[src/rtl/prbs_rx_monitor.sv]
// PRBS-31 receive checker: self-synchronising per-bit error detection,
// HUNT/LOCKED lock tracking and saturating bit/error/lock-loss statistics.
module prbs_rx_monitor #(
    parameter int unsigned INV_PATTERN = 1,
    parameter int unsigned LOCK_CNT    = 16,
    parameter int unsigned LOSS_CNT    = 4
) (
    input  logic        clk,
    input  logic        rst,
    input  logic [7:0]  s_axis_input_tdata,
    input  logic        s_axis_input_tvalid,
    input  logic        s_axis_input_tlast,
    output logic        s_axis_input_tready,
    input  logic        clear_stats,
    output logic [7:0]  err_vec,
    output logic        err_valid,
    output logic        locked,
    output logic [47:0] bit_count,
    output logic [31:0] err_count,
    output logic [15:0] lock_loss_count
);

    typedef enum logic {ST_HUNT = 1'b0, ST_LOCKED = 1'b1} state_t;

    localparam logic        INV_BIT    = (INV_PATTERN != 0);
    localparam logic [15:0] LOCK_LIMIT = 16'(LOCK_CNT);
    localparam logic [15:0] LOSS_LIMIT = 16'(LOSS_CNT);
    localparam logic [2:0]  WARM_BEATS = 3'd4;

    function automatic logic [3:0] popcount8(input logic [7:0] v);
        logic [3:0] s;
        s = 4'd0;
        for (int i = 0; i < 8; i++) begin
            s = s + {3'b000, v[i]};
        end
        return s;
    endfunction

    function automatic logic [47:0] sat_add48(input logic [47:0] a, input logic [3:0] b);
        logic [48:0] s;
        s = {1'b0, a} + {45'd0, b};
        return s[48] ? {48{1'b1}} : s[47:0];
    endfunction

    function automatic logic [31:0] sat_add32(input logic [31:0] a, input logic [3:0] b);
        logic [32:0] s;
        s = {1'b0, a} + {29'd0, b};
        return s[32] ? {32{1'b1}} : s[31:0];
    endfunction

    function automatic logic [15:0] sat_inc16(input logic [15:0] a);
        return (a == 16'hFFFF) ? a : (a + 16'd1);
    endfunction

    logic        r_tready;
    logic [30:0] r_hist;
    logic [7:0]  r_err_vec;
    logic        r_err_valid;
    logic        r_eval;
    logic [2:0]  r_warm;
    state_t      r_state;
    logic [15:0] r_good_run;
    logic [15:0] r_bad_run;
    logic [47:0] r_bit_count;
    logic [31:0] r_err_count;
    logic [15:0] r_loss_count;
    logic        r_locked;

    logic        w_accept;
    logic        w_bit;
    logic [30:0] w_hist_nxt;
    logic [7:0]  w_err_vec;
    logic [3:0]  w_pop;
    state_t      w_state_nxt;
    logic [15:0] w_good_nxt;
    logic [15:0] w_bad_nxt;
    logic [47:0] w_bit_count_nxt;
    logic [31:0] w_err_count_nxt;
    logic [15:0] w_loss_count_nxt;
    logic        w_unused_tlast;

    assign w_unused_tlast      = s_axis_input_tlast;
    assign s_axis_input_tready = r_tready & ~rst;
    assign w_accept            = s_axis_input_tvalid & s_axis_input_tready;

    // Serially unrolled checker: tdata[7] first, every bit shifted in regardless of error.
    always_comb begin
        w_hist_nxt = r_hist;
        w_err_vec  = 8'h00;
        w_bit      = 1'b0;
        for (int i = 7; i >= 0; i--) begin
            w_bit        = s_axis_input_tdata[i] ^ INV_BIT;
            w_err_vec[i] = w_bit ^ w_hist_nxt[30] ^ w_hist_nxt[27];
            w_hist_nxt   = {w_hist_nxt[29:0], w_bit};
        end
    end

    // Stage 1: history, error vector and warm-up tagging of each accepted beat.
    always_ff @(posedge clk) begin
        if (rst) begin
            r_tready    <= 1'b0;
            r_hist      <= 31'd0;
            r_err_vec   <= 8'h00;
            r_err_valid <= 1'b0;
            r_eval      <= 1'b0;
            r_warm      <= 3'd0;
        end else begin
            r_tready    <= 1'b1;
            r_err_valid <= w_accept;
            if (w_accept) begin
                r_hist    <= w_hist_nxt;
                r_err_vec <= w_err_vec;
                r_eval    <= (r_warm == WARM_BEATS);
                if (r_warm != WARM_BEATS) begin
                    r_warm <= r_warm + 3'd1;
                end
            end
        end
    end

    // Stage 2: lock FSM and statistics; counting uses the state before this update.
    always_comb begin
        w_state_nxt      = r_state;
        w_good_nxt       = r_good_run;
        w_bad_nxt        = r_bad_run;
        w_bit_count_nxt  = r_bit_count;
        w_err_count_nxt  = r_err_count;
        w_loss_count_nxt = r_loss_count;
        w_pop            = popcount8(r_err_vec);
        if (r_err_valid && r_eval) begin
            case (r_state)
                ST_HUNT: begin
                    if (w_pop == 4'd0) begin
                        if ((r_good_run + 16'd1) == LOCK_LIMIT) begin
                            w_state_nxt = ST_LOCKED;
                            w_good_nxt  = 16'd0;
                        end else begin
                            w_good_nxt  = r_good_run + 16'd1;
                        end
                    end else begin
                        w_good_nxt = 16'd0;
                    end
                end
                ST_LOCKED: begin
                    w_bit_count_nxt = sat_add48(r_bit_count, 4'd8);
                    w_err_count_nxt = sat_add32(r_err_count, w_pop);
                    if (w_pop != 4'd0) begin
                        if ((r_bad_run + 16'd1) == LOSS_LIMIT) begin
                            w_state_nxt      = ST_HUNT;
                            w_bad_nxt        = 16'd0;
                            w_loss_count_nxt = sat_inc16(r_loss_count);
                        end else begin
                            w_bad_nxt = r_bad_run + 16'd1;
                        end
                    end else begin
                        w_bad_nxt = 16'd0;
                    end
                end
                default: begin
                    w_state_nxt = ST_HUNT;
                end
            endcase
        end else begin
            w_state_nxt = r_state;
        end
        if (clear_stats) begin
            w_bit_count_nxt  = 48'd0;
            w_err_count_nxt  = 32'd0;
            w_loss_count_nxt = 16'd0;
        end else begin
            w_loss_count_nxt = w_loss_count_nxt;
        end
    end

    // Stage 2 registers.
    always_ff @(posedge clk) begin
        if (rst) begin
            r_state      <= ST_HUNT;
            r_good_run   <= 16'd0;
            r_bad_run    <= 16'd0;
            r_bit_count  <= 48'd0;
            r_err_count  <= 32'd0;
            r_loss_count <= 16'd0;
            r_locked     <= 1'b0;
        end else begin
            r_state      <= w_state_nxt;
            r_good_run   <= w_good_nxt;
            r_bad_run    <= w_bad_nxt;
            r_bit_count  <= w_bit_count_nxt;
            r_err_count  <= w_err_count_nxt;
            r_loss_count <= w_loss_count_nxt;
            r_locked     <= (w_state_nxt == ST_LOCKED);
        end
    end

    assign err_vec         = r_err_vec;
    assign err_valid       = r_err_valid;
    assign locked          = r_locked;
    assign bit_count       = r_bit_count;
    assign err_count       = r_err_count;
    assign lock_loss_count = r_loss_count;

endmodule

[config.mk]
export PLATFORM = sky130hd
export DESIGN_NAME = prbs_rx_monitor
export DESIGN_NICKNAME = d
export VERILOG_FILES = /design/src/rtl/prbs_rx_monitor.sv
export SDC_FILE = /design/constraint.sdc
export NUM_CORES = 1
export LEC_CHECK = 0
export BUFFER_PORTS_ARGS = -buffer_cell sky130_fd_sc_hd__buf_2
export CORE_ASPECT_RATIO = 1.4
export CORE_UTILIZATION = 35
export DETAILED_ROUTE_END_ITERATION = 10
export PLACE_DENSITY = 0.62
export SYNTH_ARGS = -nofsm -noshare
export SYNTH_HDL_FRONTEND = slang
export SYNTH_SLANG_ARGS = --single-unit
export TNS_END_PERCENT = 1
[constraint.sdc]
create_clock -name clk -period 5.7 [get_ports clk]
set_clock_uncertainty 0.1 [all_clocks]
set_input_delay 0.285 -clock clk [delete_from_list [all_inputs] [get_ports clk]]
set_output_delay 0.285 -clock clk [all_outputs]
set_load 0.05 [all_outputs]
==> results of run 1 <==
## per-stage QoR
step           std cells  hold WS (ps)  utilization  power, uW
2_1_floorplan       1018           281            -       1360
3_3_place_gp        1391           332        0.392       1400
3_5_place_dp        1391           341        0.392       1410
4_1_cts             1431          93.4        0.422       2630
5_1_grt             1431           145        0.422       2700
6_report            1431           111        0.422       2600
## cells by family (layout without fill, tap and decap cells)
family / Yosys count / count (layout)
and+or+nand+nor: 407 / 407
AOI/OAI and AO/OA: 229 / 229
DFF: 172 / 172
xor gates and xnor gates: 98 / 98
buffers and inverters: 90 / 197
adders and majority gates: 18 / 18
muxes: 4 / 4
## power by group through the flow
stage	Combinational [uW]	Clock [uW]	Sequential [uW]
after detailed placement	162	0	1240
after global routing	185	1300	1220
after global placement	160	0	1240
after CTS	166	1250	1210
final	166	1220	1220
after floorplan	101	0	1250
## Yosys cell counts, types with 2 or more instances
| library cell | instances |
|---|---|
| and2_1 | 4 |
| nor4b_1 | 2 |
| a311oi_1 | 4 |
| a21oi_1 | 120 |
| nand4_1 | 31 |
| nand3_1 | 58 |
| buf_1 | 2 |
| a31o_2 | 4 |
| xnor2_1 | 49 |
| o21ai_0 | 58 |
| clkbuf_1 | 50 |
| nor2_1 | 59 |
| ha_1 | 13 |
| a41o_1 | 2 |
| a211oi_1 | 10 |
| or4_1 | 4 |
| o31ai_1 | 6 |
| o41ai_1 | 2 |
| buf_4 | 2 |
| xor2_1 | 49 |
| or2_2 | 4 |
| nand2_1 | 120 |
| nor3_1 | 27 |
| or3_1 | 26 |
| a31oi_1 | 11 |
| or4b_2 | 2 |
| nand2b_1 | 3 |
| and3_1 | 17 |
| dfxtp_1 | 172 |
| nor4_1 | 19 |
| nor3b_1 | 4 |
| fa_1 | 5 |
| a21o_1 | 3 |
| nor2b_1 | 2 |
| nand3b_1 | 2 |
| buf_2 | 3 |
| and4_1 | 14 |
| mux2i_1 | 3 |
| inv_1 | 32 |
## worst max path at each step
stage	slack [ps]	cells after the start	endpoint
3_5_place_dp	790	17	err_count[24]
2_1_floorplan	700	16	err_count[24]
6_report	800	17	err_count[24]
5_1_grt	480	17	err_count[24]
3_3_place_gp	830	17	err_count[24]
4_1_cts	770	17	err_count[24]
## final cells by class
type | instances | share of cell area
well taps | 306 | 0.0389
flip-flops and latches | 172 | 0.350
repair buffers | 133 | 0.0736
inverters | 32 | 0.0122
clock inverters | 14 | 0.0185
multi-input cells | 756 | 0.463
clock buffers | 18 | 0.0437
## registers in the layout, summed over array words and instances (netlist names)
register         cells
bit_count           46
err_count           32
r_hist              31
lock_loss_count     16
r_bad_run           16
r_good_run          16
err_vec              8
r_warm               3
err_valid            1
locked               1
r_eval               1
r_tready             1
## cell usage in the layout (no fill, tap or decap), types with 5 or more instances in the layout
| master | n |
|---|---|
| a211oi_1 | 10 |
| a21oi_1 | 120 |
| a31oi_1 | 11 |
| and3_1 | 17 |
| and4_1 | 14 |
| buf_2 | 118 |
| buf_4 | 7 |
| clkbuf_16 | 17 |
| dfxtp_1 | 172 |
| dlygate4sd3_1 | 8 |
| fa_1 | 5 |
| ha_1 | 13 |
| inv_1 | 31 |
| inv_6 | 5 |
| nand2_1 | 120 |
| nand3_1 | 58 |
| nand4_1 | 31 |
| nor2_1 | 59 |
| nor3_1 | 27 |
| nor4_1 | 19 |
| o21ai_0 | 58 |
| o31ai_1 | 6 |
| or3_1 | 26 |
| xnor2_1 | 49 |
| xor2_1 | 49 |
## metal layers
| metal | global-route usage | vias to the layer above |
|---|---|---|
| met5 | 0 | - |
| met4 | 0.0598 | 0 |
| met1 | 0.197 | 3468 |
| met2 | 0.313 | 155 |
| li1 | - | 3806 |
| met3 | 0.0330 | 22 |
## critical path, stage by stage (launching register included)
cell and delay, ps:
dfxtp_1 340, fa_1 540, inv_1 50, fa_1 450, fa_1 490, inv_1 40
ha_1 200, fa_1 570, inv_1 80, fa_1 420, nor2b_1 120, o21ai_0 100
a21oi_1 160, buf_4 190, nand3_1 270, or3_1 430, mux2i_1 160, nor2_1 50
==> flow_summary.yaml, run 1 <==
outcome:
  status: "finished clean"
route:
  wl_per_cell_microns: 14.4
  drt-total-wl_microns: 20600
  vias_per_cell: 5.21
  drt_first_iter_violations: 368
  met3_wirelength_microns: 836
  top_layer_used: "met4"
  drt-pass1-iter-count: 4
  wl_met2_microns: 10300
  num_vias: 7451
  ant_nets: 0
  met1Wirelength_microns: 9150
  drc: 0
final_layout:
  antennaDiodeCount: 0
  fin_area_sq_um: 9830
  fillCellCount: 2376
  drive_gt1_frac: 0.156
  regArea_sq_um: 3440
  multiInputGateArea_sq_um: 4550
  synthToLayoutAreaGrowth_pct: 17.7
  final_net_count: 1143
grt:
  overflow: 0
  grt_pass1_wl_microns: 34100
  track_usage: 0.171
  grt_pass1_vias: 7051
  grt_max_degree: 76
  antenna_found_initial: 0
clock_tree:
  cts_tree: "yes"
  cts_buffers: 17
  cts_hold_buf: 8
  cts_root_buf: "clkbuf_16"
  clock_sinks: 172
  post_cts_buffers: 0
  clock_path_buffers: 2
  cts_resized: 0
  clk_latency_ps: 430
  htree_levels: 4
  clk_pin_slew_ps: 70
setup_path:
  path_max_fanout: 7
  setup.worst_path.start: "err_vec[0]"
  critPathLaunchType: "flop"
  critical_path_class: "flop to flop"
  r2r-end: "err_count[24]"
  worstPathArrival_ps: 5090
  cp_data_required_time_ps: 5880
  r2r_start: "err_vec[0]"
  end_kind: "flop"
  r2r_cells: 17
  r2r_slack_ps: 800
synthesis:
  synth-edff-count: 0
  syn-cell-area_sq_um: 8350
  syn-num-nets: 1049
  synth_xor_area_frac: 0.103
  synth_top_area_cell: "dfxtp_1"
  yosysTopAreaCellShare: 0.412
  synth_cell_types: 59
  synth_compound_area_frac: 0.154
  syn_inst: 1018
  seq_area_frac_synth: 0.412
  ys_ff_latch: 172
  synthTopCellsByArea: "dfxtp_1, a21oi_1, nand2_1"
  ys.flop_type: "dfxtp_1"
  syn-mean-instance-area_sq_um: 8.20
  synth_top_family_by_area: "simple AND/OR/NAND/NOR gates"
  async_reset_ff_frac: 0
  synthMuxAreaShare: 0.00494
  synth-simple-area-share: 0.251
  synth_adder_area_share: 0.0315
  yosys_warnings: 0
pwr:
  ir_worst_vdd_v: 0.000215
  internal_power_uw: 1960
  power_switching_uw: 635
  swShare: 0.244
  power_density_nw_per_um2: 264
  clock_power_share: 0.469
  seqPwrFrac: 0.468
  comb_power_share: 0.064
  p_leak_uw: 0.00359
sta:
  relSlewSlack: 0.244
  tns_ps: 0
  setup_slack_ps: 797
  worst_pin_slew_ps: 1120
  post-route-period-util: 0.860
  rsz0062_at_grt: "no"
  drv_slew: 0
  final.min_clock_period_ps: 4900
  timing.fmax_mhz: 204
  setup_viol: 0
  hold_viol_final: 0
floorplanning:
  core_area_sq_um: 23300
  ioPinCount: 120
  dieArea_sq_um: 24500
  die_y_microns: 185
  num_rows: 66
  fp.dieW_microns: 133
  initial_core_util: 0.359
job:
  drv_cap: 0
worst_hold_path:
  worstHoldEndpoint: "lock_loss_count[10]"
  whs_path_depth: 3
  min_path_type: "input port to flop"
  hp-start: "clear_stats"
place:
  hpwl_microns: 14500
  place_area_sq_um: 9140
  numPortBuffers: 118
  place_congestion: 0.838
  place_ws_ps: 788
Note: power is estimated with default switching activity, not from simulation.
==> run 2: changes to the inputs <==
Settings changed: BUFFER_PORTS_ARGS -buffer_cell sky130_fd_sc_hd__buf_2 to not set, CORE_UTILIZATION 35 to 41, DONT_BUFFER_PORTS set to 1, PLACE_DENSITY 0.62 to 0.64.
==> flow_summary.yaml, run 2 (synthesis results as in run 1) <==
sta:
  hold_viol_final: 0
  final.min_clock_period_ps: 5070
  setup_viol: 0
  worst_pin_slew_ps: 1060
  rsz0062_at_grt: "no"
  relSlewSlack: 0.286
  drv_slew: 0
  setup_slack_ps: 626
  post-route-period-util: 0.890
  tns_ps: 0
  timing.fmax_mhz: 197
pwr:
  seqPwrFrac: 0.473
  power_switching_uw: 680
  clock_power_share: 0.466
  power_density_nw_per_um2: 278
  internal_power_uw: 1900
  swShare: 0.264
  p_total_uw: 2580
  ir_worst_vdd_v: 0.000229
  p_leak_uw: 0.00300
  comb_power_share: 0.061
setup_path:
  r2r_start: "err_vec[3]"
  end_kind: "flop"
  cp_data_required_time_ps: 5950
  worstPathArrival_ps: 5330
  crit_path_top_delay_cell: "nand2_1"
  crit_chain: "buf_4, fa_1, inv_1, fa_1, fa_1, inv_1, ha_1, fa_1, inv_1, fa_1, nor2b_1, o21ai_0, and2_1, nor4_1, nand2_1, a21oi_1"
  critPathMaxStageDelay_ps: 600
  critical_path_class: "flop to flop"
  cpLargestDelayFamily: "adder cells"
  r2r_slack_ps: 630
  r2r_cells: 16
  cp_common_cell: "fa_1"
  critPathBufInv: 4
  path_max_fanout: 27
  critPathLaunchType: "flop"
  r2r-end: "err_count[30]"
grt:
  met2_usage: 0.348
  grt_util_met3: 0.0597
  antenna_found_initial: 0
  use_met1: 0.213
  overflow: 0
  track_usage: 0.195
  grt_max_degree: 89
  grt_pass1_vias: 6614
  grt_pass1_wl_microns: 32700
  grt-busiest-layer: "met2"
final_layout:
  fin_area_sq_um: 9260
  layout_commonest_cell: "dfxtp_1"
  final_net_count: 1031
  antennaDiodeCount: 0
  final_cell_mix: "dfxtp_1, nand2_1, a21oi_1, nor2_1"
  fin_util: 0.465
  drive_gt1_frac: 0.0622
  fillCellCount: 1935
  largest_reg_flops: 46
  synthToLayoutAreaGrowth_pct: 10.9
worst_hold_path:
  whs_path_depth: 2
  min_path_type: "input port to flop"
  worstHoldEndpoint: "r_good_run[3]"
  hp-start: "rst"
place:
  place_area_sq_um: 8530
  place_congestion: 0.851
  hpwl_microns: 13700
  place_ws_ps: 640
  numPortBuffers: 0
clock_tree:
  clk_latency_ps: 440
  clock_path_buffers: 2
  clk_pin_slew_ps: 70
  clock_sinks: 172
  htree_levels: 4
  cts_resized: 0
  cts_root_buf: "clkbuf_16"
  cts_tree: "yes"
  cts_buffers: 17
floorplanning:
  num_rows: 61
  initial_core_util: 0.419
  dieArea_sq_um: 21000
  fp.dieW_microns: 123
  die_y_microns: 171
  core_area_sq_um: 19900
  ioPinCount: 120
job:
  drv_cap: 0
route:
  num_vias: 7057
  drc: 0
  wl_per_cell_microns: 15.6
  drt-pass1-iter-count: 8
  drt_first_iter_violations: 298
  ant_nets: 0
  drt-total-wl_microns: 19800
  vias_per_cell: 5.58
outcome:
  status: "finished clean"
## run 2: timing repair
action                    4_1_cts  5_1_grt
buffers inserted                0        0
hold buffers                   10        0
hold endpoints to repair       41        0
## run 2: per-stage QoR
step	hold WS [ps]	cells
after floorplan	281	1018
after global placement	263	1223
after detailed placement	263	1223
after CTS	36.8	1265
after global routing	53.5	1265
final	53.0	1265
## run 2: worst max-delay path by stage
stage,from,endpoint,depth (start not counted)
floorplan,err_vec[1],err_count[24],16
global placement,err_vec[3],err_count[30],16
detailed placement,err_vec[3],err_count[30],16
CTS,err_vec[3],err_count[30],16
global route,err_vec[3],err_count[19],16
finish,err_vec[3],err_count[30],16
## run 2: layout make-up
type | instances | area, sq um | share of cell area
clock buffer | 17 | 425 | 0.0459
clock inverter | 15 | 191 | 0.0207
inverter | 32 | 120 | 0.0130
multi-input combinational | 756 | 4550 | 0.492
sequential | 172 | 3440 | 0.372
tap | 252 | 315 | 0.0340
timing repair buffer | 21 | 213 | 0.0230
## run 2: worst register-to-register path: cells and delay by family, from the launching register on
kind                     cells  cell delay, ps
adder cells (fa/ha/maj)      6            2630
AND/OR/NAND/NOR              4            1170
AO/OA/AOI/OAI                2             420
buffers and inverters        4             360
flip-flops                   1             300
## run 2: per-layer routing
| layer | part of all wire | vias to the layer above |
|---|---|---|
| li1 | - | 3588 |
| met1 | 0.40 | 3302 |
| met2 | 0.51 | 142 |
| met3 | 0.065 | 25 |
| met4 | 0.018 | 0 |
| met5 | 0 | - |
## run 2: power by group through the flow
stage | sequential [uW] | combinational, uW | clock (uW)
after CTS | 1220 | 159 | 1230
after floorplan | 1250 | 101 | 0
after detailed placement | 1250 | 146 | 0
after global placement | 1250 | 145 | 0
after global routing | 1220 | 175 | 1280
final | 1220 | 156 | 1200
==> run 3: changes to the inputs <==
Settings changed: CORE_ASPECT_RATIO 1.4 to not set, CORE_UTILIZATION 41 to 60, PLACE_DENSITY 0.64 to 0.85.
==> flow_summary.yaml, run 3 (synthesis results as in run 1) <==
setup_path:
  cp_data_required_time_ps: 5940
  r2r-end: "err_count[9]"
  crit_path_top_delay_cell: "fa_1"
  cp_common_cell: "fa_1"
  r2r_cells: 16
  critPathLaunchType: "flop"
  crit_chain: "buf_4, fa_1, inv_1, fa_1, fa_1, inv_1, ha_1, fa_1, inv_1, fa_1, nor2b_1, o21ai_0, and2_1, nor4_1, nand2_1, a21oi_1"
  worstPathArrival_ps: 5390
  r2r_slack_ps: 550
  setup.worst_path.start: "err_vec[3]"
  critical_path_class: "flop to flop"
  r2r_start: "err_vec[3]"
  critPathMaxStageDelay_ps: 590
  path_max_fanout: 27
  end_kind: "flop"
worst_hold_path:
  whs_path_depth: 2
  hp-start: "rst"
  min_path_type: "input port to flop"
  worstHoldEndpoint: "r_bad_run[15]"
sta:
  relSlewSlack: 0.294
  timing.fmax_mhz: 194
  hold_ws_ps: 64.2
  hold_viol_final: 0
  tns_ps: 0
  post-route-period-util: 0.903
  worst_pin_slew_ps: 1040
  drv_slew: 0
  final.min_clock_period_ps: 5150
  rsz0062_at_grt: "no"
  setup_viol: 0
floorplanning:
  core_area_sq_um: 13400
  die_y_microns: 120
  initial_core_util: 0.623
  fp.dieW_microns: 120
  num_rows: 42
  ioPinCount: 120
  dieArea_sq_um: 14400
route:
  drt-pass1-iter-count: 5
  num_vias: 7308
  drt_first_iter_violations: 404
  ant_nets: 0
  vias_per_cell: 6.14
  wl_per_cell_microns: 15.8
  drc: 0
  drt-total-wl_microns: 18800
grt:
  met2_usage: 0.428
  antenna_found_initial: 0
  use_met1: 0.343
  track_usage: 0.265
  grt_pass1_vias: 6668
  overflow: 0
  grt-busiest-layer: "met2"
  grt_max_degree: 76
  grt_pass1_wl_microns: 31400
  grt_util_met3: 0.0646
place:
  numPortBuffers: 0
  hpwl_microns: 12500
  place_congestion: 0.869
clock_tree:
  cts_tree: "yes"
  cts_buffers: 17
  clock_sinks: 172
  cts_resized: 0
  clk_pin_slew_ps: 70
  clk_latency_ps: 430
  htree_levels: 4
  clock_path_buffers: 2
  cts_root_buf: "clkbuf_16"
final_layout:
  final_net_count: 1032
  multiInputGateArea_sq_um: 4550
  drive_gt1_frac: 0.0631
  final_cell_mix: "dfxtp_1, nand2_1, a21oi_1, nor2_1"
  layout_commonest_cell: "dfxtp_1"
  synthToLayoutAreaGrowth_pct: 8.84
  regArea_sq_um: 3440
  fillCellCount: 1075
  antennaDiodeCount: 0
  fin_util: 0.678
  largest_reg_flops: 46
job:
  drv_cap: 0
pwr:
  p_leak_uw: 0.00297
  power_density_nw_per_um2: 270
  ir_worst_vdd_v: 0.000235
outcome:
  status: "finished clean"
## run 3: critical path: cells and delay by family, from the launching register on
| kind | cells | cell delay [ps] |
|---|---|---|
| flops | 1 | 300 |
| simple gates | 4 | 1200 |
| fa+ha+maj | 6 | 2650 |
| compound gates | 2 | 440 |
| buf+inv | 4 | 380 |
## run 3: per-layer routing
metal	vias up	wire length (microns)
met5	-	0
met4	0	252
met3	23	1370
met2	212	8900
met1	3495	8300
li1	3578	-
## run 3: area by class of cell
| cell class | instances | share of cell area |
|---|---|---|
| inverters | 32 | 0.0132 |
| multi-input cells | 756 | 0.501 |
| well taps | 176 | 0.0242 |
| repair buffers | 22 | 0.0220 |
| clock inverters | 12 | 0.00964 |
| flip-flops and latches | 172 | 0.379 |
| clock buffers | 20 | 0.0513 |
## run 3: repair_timing
action,CTS,global route
hold buffers,10,0
endpoints found under the setup margin,0,0
buffers inserted,0,0
endpoints found under the hold margin,41,0
## run 3: how the worst max path moves through the flow
stage,end,cells past startpoint
3_5_place_dp,err_count[28],16
5_1_grt,err_count[8],16
6_report,err_count[9],16
4_1_cts,err_count[28],16
2_1_floorplan,err_count[24],16
3_3_place_gp,err_count[30],16
## run 3: power breakdown
part	internal, uW	leakage, uW	switching [uW]	total, uW
Clock	595	0.000273	484	1080
Combinational	52.0	0.00131	104	156
Sequential	1210	0.00139	10.2	1220
Total	1860	0.00297	599	2460
## run 3: through the flow
stage                     area (sq um)  power (uW)  instances  setup slack [ps]
after floorplan                   8350        1360       1018               703
after global placement            8420        1390       1148               751
after detailed placement          8420        1390       1148               614
after CTS                         9090        2470       1190               580
after global routing              9090        2540       1190               292
final                             9090        2460       1190               555
